<file path="src/rtl/pipe_stream_egress_pkg.sv">
// Shared types for the pipeline egress skid buffer: the buffer occupancy state
// and small decode helpers used by the egress block.
package rtl_utils;

    typedef enum logic [1:0] {
        ST_EMPTY = 2'd0,
        ST_ONE   = 2'd1,
        ST_FULL  = 2'd2
    } egress_state_e;

    localparam int EGRESS_DEPTH = 2;

    // Upstream may shift whenever a free slot is guaranteed for this edge.
    function automatic logic egress_can_accept(input egress_state_e st);
        return (st != ST_FULL);
    endfunction

    function automatic logic egress_has_data(input egress_state_e st);
        return (st != ST_EMPTY);
    endfunction

endpackage : rtl_utils

</file>
<file path="src/rtl/pipe_stream_egress.sv">
// Two-entry skid buffer between an enable-shift pipeline's final stage and a
// valid/ready stream; shift enable depends only on registered occupancy.
module pipe_stream_egress
    import rtl_utils::*;
#(
    parameter int DATA_W   = 32,
    parameter int STATUS_W = 1
) (
    input  logic                clk,
    input  logic                rst_n,
    input  logic [DATA_W-1:0]   pipe_data_i,
    input  logic [STATUS_W-1:0] pipe_status_i,
    output logic                pipe_shift_en_o,
    output logic                m_valid_o,
    input  logic                m_ready_i,
    output logic [DATA_W-1:0]   m_data_o,
    output logic [STATUS_W-1:0] m_status_o
);

    egress_state_e       state_q, state_d;
    logic [DATA_W-1:0]   main_data_q, skid_data_q;
    logic [STATUS_W-1:0] main_status_q, skid_status_q;

    logic capture;
    logic pop;
    logic load_main_in;
    logic load_main_skid;
    logic load_skid_in;

    // Bubbles (status bit 0 low) are shifted past but never stored.
    assign capture = egress_can_accept(state_q) && pipe_status_i[0];
    assign pop     = egress_has_data(state_q) && m_ready_i;

    always_comb begin
        state_d        = state_q;
        load_main_in   = 1'b0;
        load_main_skid = 1'b0;
        load_skid_in   = 1'b0;
        unique case (state_q)
            ST_EMPTY: begin
                if (capture) begin
                    state_d      = ST_ONE;
                    load_main_in = 1'b1;
                end
            end
            ST_ONE: begin
                if (capture && pop) begin
                    load_main_in = 1'b1;
                end else if (capture) begin
                    state_d      = ST_FULL;
                    load_skid_in = 1'b1;
                end else if (pop) begin
                    state_d = ST_EMPTY;
                end
            end
            ST_FULL: begin
                if (pop) begin
                    state_d        = ST_ONE;
                    load_main_skid = 1'b1;
                end
            end
            default: begin
                state_d = ST_EMPTY;
            end
        endcase
    end

    always_ff @(posedge clk or negedge rst_n) begin
        if (!rst_n) begin
            state_q <= ST_EMPTY;
        end else begin
            state_q <= state_d;
        end
    end

    // Payload registers carry no reset; occupancy alone qualifies them.
    always_ff @(posedge clk) begin
        if (load_main_in) begin
            main_data_q   <= pipe_data_i;
            main_status_q <= pipe_status_i;
        end else if (load_main_skid) begin
            main_data_q   <= skid_data_q;
            main_status_q <= skid_status_q;
        end
        if (load_skid_in) begin
            skid_data_q   <= pipe_data_i;
            skid_status_q <= pipe_status_i;
        end
    end

    assign pipe_shift_en_o = egress_can_accept(state_q);
    assign m_valid_o       = egress_has_data(state_q);
    assign m_data_o        = main_data_q;
    assign m_status_o      = main_status_q;

endmodule : pipe_stream_egress

</file>
<file path="config.mk">
export PLATFORM = sky130hd
export DESIGN_NAME = pipe_stream_egress
export DESIGN_NICKNAME = d
export VERILOG_FILES = /design/src/rtl/pipe_stream_egress_pkg.sv /design/src/rtl/pipe_stream_egress.sv
export SDC_FILE = /design/constraint.sdc
export NUM_CORES = 1
export LEC_CHECK = 0
export ABC_CLOCK_PERIOD_IN_PS = 4200
export BUFFER_PORTS_ARGS = -buffer_cell sky130_fd_sc_hd__buf_2
export CAP_MARGIN = 20
export CORE_MARGIN = 4
export CORE_UTILIZATION = 47
export CTS_CLUSTER_SIZE = 28
export DETAILED_ROUTE_END_ITERATION = 10
export GPL_TIMING_DRIVEN = 1
export PLACE_DENSITY = 0.73
export SLEW_MARGIN = 20
export SYNTH_ARGS = -nofsm -noshare
export SYNTH_HDL_FRONTEND = slang
export SYNTH_SLANG_ARGS = --single-unit
</file>
<file path="constraint.sdc">
create_clock -name clk -period 4.2 [get_ports clk]
set_input_delay 0.21 -clock clk [delete_from_list [all_inputs] [get_ports clk]]
set_output_delay 0.21 -clock clk [all_outputs]
set_load 0.05 [all_outputs]
</file>
=== Word-level counts from Yosys, hierarchy flattened ===
Cells that the tools add are included.

* Flip-flop bits (word level): 68
* Bits of input ports: 36
* Word-level logic and storage cells: 36

* Eq/ne operators: 7
* Muxes and demuxes: 17
* Reductions and logical operators: 7

{| class="wikitable"
|+ Operators by type and width
! cell !! count
|-
| two-way mux 32 bit || 2
|-
| two-way mux 2 bit || 5
|-
| two-way mux 1 bit || 8
|-
| != test 2 bit (second input constant) || 4
|-
| one-hot mux 2 bit (3 select lines) || 1
|-
| AND reduction 4 bit || 1
|-
| nonzero test 2 bit || 2
|-
| logical AND 1 bit || 3
|-
| != test 3 bit (second input constant) || 1
|-
| equality test 2 x 1 -> 1 bit (second input constant) || 1
|-
| equality test 2 bit (second input constant) || 1
|-
| logical NOT 2 bit || 1
|-
| one-hot mux 1 bit (2 select lines) || 1
|}

=== Logic depth before layout (Yosys ltp) ===
Gate-level depths: netlist of run 1.

* Depth after elaboration: 6
* Gate-level depth with buffers: 4
* Gate-level depth less buffers: 3

=== Least setup slack after synthesis of run 1 ===
OpenSTA, ideal clock, no wires.

* Kind: reg2reg
* Start point: register state_q[1]
* End point: register skid_data_q[0] (enable)
* Arrival: 2,012 ps
* Path slack: 1,765 ps
* Cell stages (with the launch flop): 3
* Path through: dfrtp_1 > nand2b_1 > nor2_1

* Word-level cells in the longest chain between the ends: 5

{| class="wikitable"
|+ RTL lines
! item !! RTL line !! text
|-
| from (decl) || pipe_stream_egress.sv:20 || <nowiki>egress_state_e state_q, state_d;</nowiki>
|-
| from (signal assigned) || pipe_stream_egress.sv:72 || <nowiki>state_q <= state_d;</nowiki>
|-
| != test 2 bit or nonzero test 2 bit (tied branches) || pipe_stream_egress_pkg.sv:15, pipe_stream_egress_pkg.sv:19 ||
|-
| logical AND 1 bit (on tied branches) || pipe_stream_egress.sv:31, pipe_stream_egress.sv:32 ||
|-
| two-way mux 1 bit or logical AND 1 bit (tied branches) || pipe_stream_egress.sv:49, pipe_stream_egress.sv:47 ||
|-
| two-way mux 1 bit || pipe_stream_egress.sv:47 || <nowiki>if (capture && pop) begin</nowiki>
|-
| two-way mux 1 bit * || pipe_stream_egress.sv:39 || <nowiki>unique case (state_q)</nowiki>
|-
| net load_skid_in || pipe_stream_egress.sv:28 || <nowiki>logic load_skid_in;</nowiki>
|-
| to (signal assigned) || pipe_stream_egress.sv:86 || <nowiki>skid_data_q <= pipe_data_i;</nowiki>
|-
| to (decl) || pipe_stream_egress.sv:21 || <nowiki>logic [DATA_W-1:0] main_data_q, skid_data_q;</nowiki>
|}

The timed path passes the listed nets; every way through them passes the cells marked *.
A chain may end at the register's enable or synchronous reset.

=== Worst setup path in the final report of run 1 ===
* Start point: register state_q[1]
* End point: register skid_data_q[7] (enable)

The elaborated chain is that of the path after synthesis.

==> qor.yml, run 1 <==
run_status:
  run_status: "finished, final reports clean"
global_routing:
  grt_use_total: 0.1353
  met2_usage: 0.2267
  busiest_layer: "met2"
  use_met1: 0.1579
  grt_util_met3: 0.02871
  grt_pass1_wl_um: 7162
  antenna_found_initial: 0
  grt_overflow: 0
  grt_pass1_vias: 1431
  grt_max_degree: 35
synthesis:
  synthXorXnorAreaFrac: 0
  syn_avg_cell_area_um2: 22.31
  netlist_area_mm2: 0.002633
  synth_most_common_cell: "edfxtp_1"
  netlist_top_cells_count: "edfxtp_1 (66), mux2_4 (28), mux2_2 (4)"
  synth-simple-area-share: 0.02804
  synth_top_flop_cell: "edfxtp_1"
  yosys_warnings: 0
  yosysSeqAreaShare: 0.7719
  synth-edff-count: 66
  synth_cell_types: 15
  synth_top_area_frac: 0.7529
  synth_compound_area_frac: 0.01046
  synth-seq-cells: 68
  synthTopCellsByArea: "edfxtp_1 (75%), mux2_4 (16%), dfrtp_1 (1.9%), mux2_2 (1.7%), buf_6 (1.3%)"
  yosys.area.top_type: "edfxtp_1"
  synthCells: 118
  synth_top_family_by_area: "multiplexers"
  synthAdderAreaFrac: 0
  async_flop_share: 0.02941
  synth.mux.area_fraction: 0.1768
  syn_nets: 154
cells_and_area:
  instances_no_fill: 272
  nFillCells: 406
  final_layout_size_suffix_gt1_frac: 0.5891
  area_delta_synth_final_pct: 21.96
  antenna_cells: 0
  fin_nets: 234
pwr:
  power.density_mw_per_mm2: 501.3
  leakagePower_nw: 1.314
  p_total_w: 0.001610
  vdd_ir_drop_max_mv: 0.1936
floorplanning:
  die_height_um: 82.84
  fp-row-count: 26
  die_area_mm2: 0.006862
  die_x_um: 82.84
  start_util: 0.4995
  top_level_ports: 71
  core_area_mm2: 0.005270
timing:
  finalCriticalPeriod_ns: 1.797
  tns_ns: 0
  drv_slew: 0
  tightestPinTransition_ns: 0.9146
  fin_crit_sh: 0.4279
  rsz0062_at_grt: "no"
  max_freq_mhz: 556.4
  setup_viol: 0
  holdWs_ns: 0.07627
  skew_ns: 0.004493
  slew_headroom: 0.3888
  hold_viol_final: 0
placement:
  dp_hpwl_um: 3123
  gp_congestion: 0.7349
  place_inst: 256
  port_buffers: 70
routing:
  drt_first_pass_iters: 4
  drc: 0
  drt-total-wl_um: 4496
  wl_per_cell_um: 16.53
  antenna_left: 0
  vias_per_cell: 4.915
  dr_total_vias: 1337
  drt-initial-drc-count: 145
critical_path:
  r2r_slack_ns: 2.40
  cpLargestDelayFamily: "simple AND/OR/NAND/NOR gates"
  critPathKind: "reg -> reg"
  cp_num_buf_inv: 0
  crit_fanout: 33
  r2r-end: "skid_data_q[7]"
  start_kind: "register"
  worstRegToRegCells: 2
  crit_required_ns: 4.15
  timing.rr.start: "state_q[1]"
  cp.arrival_ns: 1.74
  end_kind: "register"
  path_cells: "nand2b_1 -> nor2_4"
  crit_path_max_incr_delay_ns: 0.74
  cp_slowest_cell: "nor2_4"
clock_tree:
  cts_tree: "done"
  cts_buffers: 9
  cts_buffer_depth: 2
  clk_latency_ns: 0.32
  root_buffer: "clkbuf_8"
  clkSlewWorstSetupHoldPaths_ns: 0.07
  cts.sinks: 68
  cts_max_level: 3
job:
  cap_violations: 0
worst_hold_path:
  hold_path.class: "in -> reg"
  hold_start: "pipe_data_i[25]"
  hold_depth: 1
  min_to: "skid_data_q[25]"
cell type report:
type                            instances  area, um2  share of cell area
Multi-Input combinational cell         47      574.3              0.1789
Sequential cell                        68       2032              0.6329
Clock buffer                           11      131.4             0.04092
Timing Repair Buffer                   72      367.9              0.1146
Tap cell                               70      87.58             0.02728
Clock inverter                          4      17.52            0.005456
repair_timing:
| item | CTS | global route |
|---|---|---|
| gates resized for setup | 0 | 0 |
| setup buffers | 0 | 0 |
| hold buffers | 1 | 0 |
| hold endpoints to repair | 2 | 0 |
worst reg2reg max path, cell delays in order (launching register included):
cell      delay, ns
dfrtp_1        0.45
nand2b_1       0.23
nor2_4         0.74
cells by family (layout without fill, tap and decap cells):
group,Yosys count,in the layout
mux,32,32
buf+inv,3,87
flops,68,68
simple gates,11,11
compound gates,4,4
worst max path at each step:
stage / slack, ns / cells past startpoint / startpoint / endpoint
detailed placement: 2.37 / 2 / state_q[1] / skid_data_q[4]
floorplan: 1.77 / 2 / state_q[1] / skid_data_q[0]
CTS: 2.37 / 2 / state_q[1] / skid_data_q[22]
finish: 2.40 / 2 / state_q[1] / skid_data_q[7]
global route: 2.30 / 2 / state_q[1] / skid_data_q[22]
global placement: 2.47 / 2 / state_q[1] / skid_data_q[6]
cells in the final DEF (no fill, tap or decap):
master / synthesis / routed
clkinv_2: 0 / 2
nand2b_2: 1 / 1
or2_2: 1 / 1
a21o_1: 1 / 1
dlygate4sd3_1: 0 / 1
buf_4: 0 / 1
nor2_4: 0 / 1
nand2_1: 3 / 3
dfrtp_1: 2 / 2
a21oi_1: 2 / 2
clkinv_1: 0 / 2
nor2b_4: 1 / 1
nand2_4: 1 / 1
nand2b_1: 3 / 3
clkbuf_1: 0 / 2
buf_2: 0 / 70
o32a_1: 1 / 1
mux2_2: 4 / 4
clkbuf_8: 0 / 9
mux2_4: 28 / 28
edfxtp_1: 66 / 66
where the power goes:
group / total [W] / leakage, nW / internal (W) / switching, W
Combinational: 0.000344 / 0.590 / 0.000103 / 0.000242
Clock: 0.000424 / 0.0780 / 0.000205 / 0.000219
Sequential: 0.000841 / 0.646 / 0.000823 / 0.0000180
Total: 0.00161 / 1.31 / 0.00113 / 0.000478
state kept, by name, indices dropped and copies added (netlist names):
register and flops:
skid_data_q 32, m_data_o 32, m_status_o 1, skid_status_q 1, state_q 2
routing by layer:
metal  vias up  wire length, um
li1        622                -
met1       665             1811
met2        43             2396
met3         7              211
met4         0               76
met5         -                0
through the flow:
step | utilization | area, um2 | setup WS (ns)
final | 0.6092 | 3211 | 2.403
after global routing | 0.6092 | 3211 | 2.304
after CTS | 0.6092 | 3211 | 2.368
after detailed placement | 0.5791 | 3052 | 2.370
after global placement | 0.5791 | 3052 | 2.470
after floorplan | - | 2633 | 1.765
(Power assumes the default switching activity.)
==> run 2, diff against run 1 <==
- ABC_CLOCK_PERIOD_IN_PS: 4200 -> 1440
- CORE_UTILIZATION: 47 -> 46
- PLACE_DENSITY: 0.73 -> 0.74
- clock period: 4.2 -> 1.44 ns (I/O delays scaled with it)
==> run 2 against run 1 <==
Compared with the run above: final area up 17%; non-clock buffer count increased by 43; power increased to 3.1 times the previous value; maximum frequency up 26%; register-to-register slack lost 2.4 ns; setup slack worse by 2.4 ns; flip-flop and latch count unchanged; sequential share of layout area is 9.2 points lower; critical path depth up 3; via count increased by 8.7%; combinational power rose to 3.5 times the previous value; largest power group unchanged; count of clock-buffer cells in the layout did not move; largest cell class unchanged.
==> qor.yml, run 2 (same netlist as run 1, synthesis figures left out) <==
pwr:
  vdd_ir_drop_max_mv: 0.8311  # +330%
  leakagePower_nw: 1.539  # +17%
  power.density_mw_per_mm2: 1343  # +170%
  p_total_w: 0.005042  # +210%
critical_path:
  cpLargestDelayFamily: "flip-flops"
  cp_num_buf_inv: 2  # +2
  cp.arrival_ns: 1.46  # -0.28 ns
  critPathKind: "reg -> reg"
  path_cells: "buf_6 -> nand2b_4 -> a21oi_2 -> a21o_4 -> buf_12"
  crit_required_ns: 1.47  # -2.68 ns
  start_kind: "register"
  crit_fanout: 19  # -42%
  crit_path_max_incr_delay_ns: 0.41  # -0.33 ns
  cp_slowest_cell: "dfrtp_1"
  end_kind: "register"
placement:
  dpl-instance-area_mm2: 0.003212  # +5.2%
  gp_congestion: 0.7204  # -2.0%
  port_buffers: 70  # unchanged
routing:
  drt-initial-drc-count: 37  # -74%
  wl_per_cell_um: 14.92  # -9.7%
  antenna_left: 0  # unchanged
  drc: 0  # unchanged
  drt-total-wl_um: 4729  # +5.2%
  vias_per_cell: 4.584  # -6.8%
  drt_first_pass_iters: 4  # unchanged
  dr_total_vias: 1453  # +8.7%
global_routing:
  grt_overflow: 0  # unchanged
  grt_max_degree: 20  # -43%
  grt_pass1_wl_um: 7734  # +8.0%
  grt_pass1_vias: 1615  # +13%
  grt_use_total: 0.1441  # +0.008802
  antenna_found_initial: 0  # unchanged
worst_hold_path:
  hold_path.class: "in -> async"
job:
  cap_violations: 0  # unchanged
timing:
  finalCriticalPeriod_ns: 1.430  # -0.3676 ns
  tightestPinTransition_ns: 0.2564  # -0.6582 ns
  rsz0062_at_grt: "yes"
  hold_viol_final: 0  # unchanged
  max_freq_mhz: 699.5  # +26%
  skew_ns: 0.005832  # +0.001339 ns
  setup_viol: 0  # unchanged
  fin_crit_sh: 0.9928  # +0.5649
  drv_slew: 0  # unchanged
  slew_headroom: 0.8302  # +0.4414
clock_tree:
  cts_max_level: 3  # unchanged
  post-cts-setup-buffer-count: 0  # unchanged
  cts_buffers: 9  # unchanged
  cts.sinks: 68  # unchanged
  clk_latency_ns: 0.32  # about the same
  cts_tree: "done"
  cts_buffer_depth: 2  # unchanged
  root_buffer: "clkbuf_8"
  clkSlewWorstSetupHoldPaths_ns: 0.06  # about the same
floorplanning:
  die_x_um: 83.65  # +0.98%
  die_height_um: 83.65  # +0.98%
  die_area_mm2: 0.006997  # +2.0%
  core_area_mm2: 0.005540  # +5.1%
  top_level_ports: 71  # unchanged
  start_util: 0.4752  # -0.02437
  fp-row-count: 27  # +3.8%
cells_and_area:
  fin_nets: 277  # +18%
  antenna_cells: 0  # unchanged
  final_layout_size_suffix_gt1_frac: 0.5306  # -0.05850
  design_area_mm2: 0.003755  # +17%
  layout_commonest_cell: "buf_2"
  most-common-layout-cells: "buf_2 (69), edfxtp_1 (66), dlygate4sd3_1 (35), mux2_4 (28), clkbuf_8 (9)"
  area_delta_synth_final_pct: 42.63
run_status:
  run_status: "finished, final reports clean"
run 2: cell count changes in the layout (fill, tap and decap cells not counted), sizes merged:
cell | previous run | this run
buf | 71 | 80
dlygate4sd3 | 1 | 35
clkinv | 4 | 3
bufinv | 0 | 1
run 2: what timing repair did:
action	4_1_cts	5_1_grt
resized for setup	4	2
hold buffers	35	0
endpoints found under the setup margin	34	32
endpoints found under the hold margin	36	0
run 2: area by class of cell:
type                    instances  area [um2]
flip-flops and latches         68        2032
well taps                      72       90.09
multi-input cells              47       595.6
clock inverters                 4       41.29
repair buffers                115       864.6
fillers                       384        1785
clock buffers                  11       131.4
run 2: worst paths after layout:
path | cells after the start | start | slack (ns) | end
worst max-delay path | 5 | state_q[1] | 0.01 | m_data_o[26]
worst min-delay path | 2 | rst_n | 0.05 | state_q[1]
worst max register to register | 5 | state_q[1] | 0.01 | m_data_o[26]
worst min register to register | 1 | skid_status_q | 0.51 | m_status_o
max in group asynchronous | 2 | rst_n | 1.29 | state_q[0]
min in group clk | 3 | pipe_status_i | 0.13 | state_q[0]
run 2: routing by layer:
metal  part of all wire  routed length, um  up-vias  GRT usage
li1                   -                  -      707          -
met1               0.41               1928      698     0.1643
met2               0.51               2429       42     0.2401
met3              0.063                297        6    0.05429
met4              0.015                 73        0    0.06579
met5                  0                  0        -          0
run 2: per-stage QoR:
stage / hold slack, ns / TNS [ns] / util / worst slack [ns] / std cells
after floorplan: -0.2236 / -1.601 / - / -0.04851 / 118
after CTS: 0.03991 / -0.002555 / 0.6766 / -0.002555 / 317
after detailed placement: -0.1388 / -0.3195 / 0.5797 / -0.01747 / 267
after global routing: 0.04048 / -0.7078 / 0.6777 / -0.03987 / 317
final: 0.05490 / 0 / 0.6777 / 0.01037 / 317
after global placement: -0.1410 / 0 / 0.5797 / 0.01655 / 267
run 2: power by group:
part           internal, W  switching [W]
Sequential         0.00240      0.0000465
Combinational     0.000465       0.000750
Clock             0.000774       0.000608
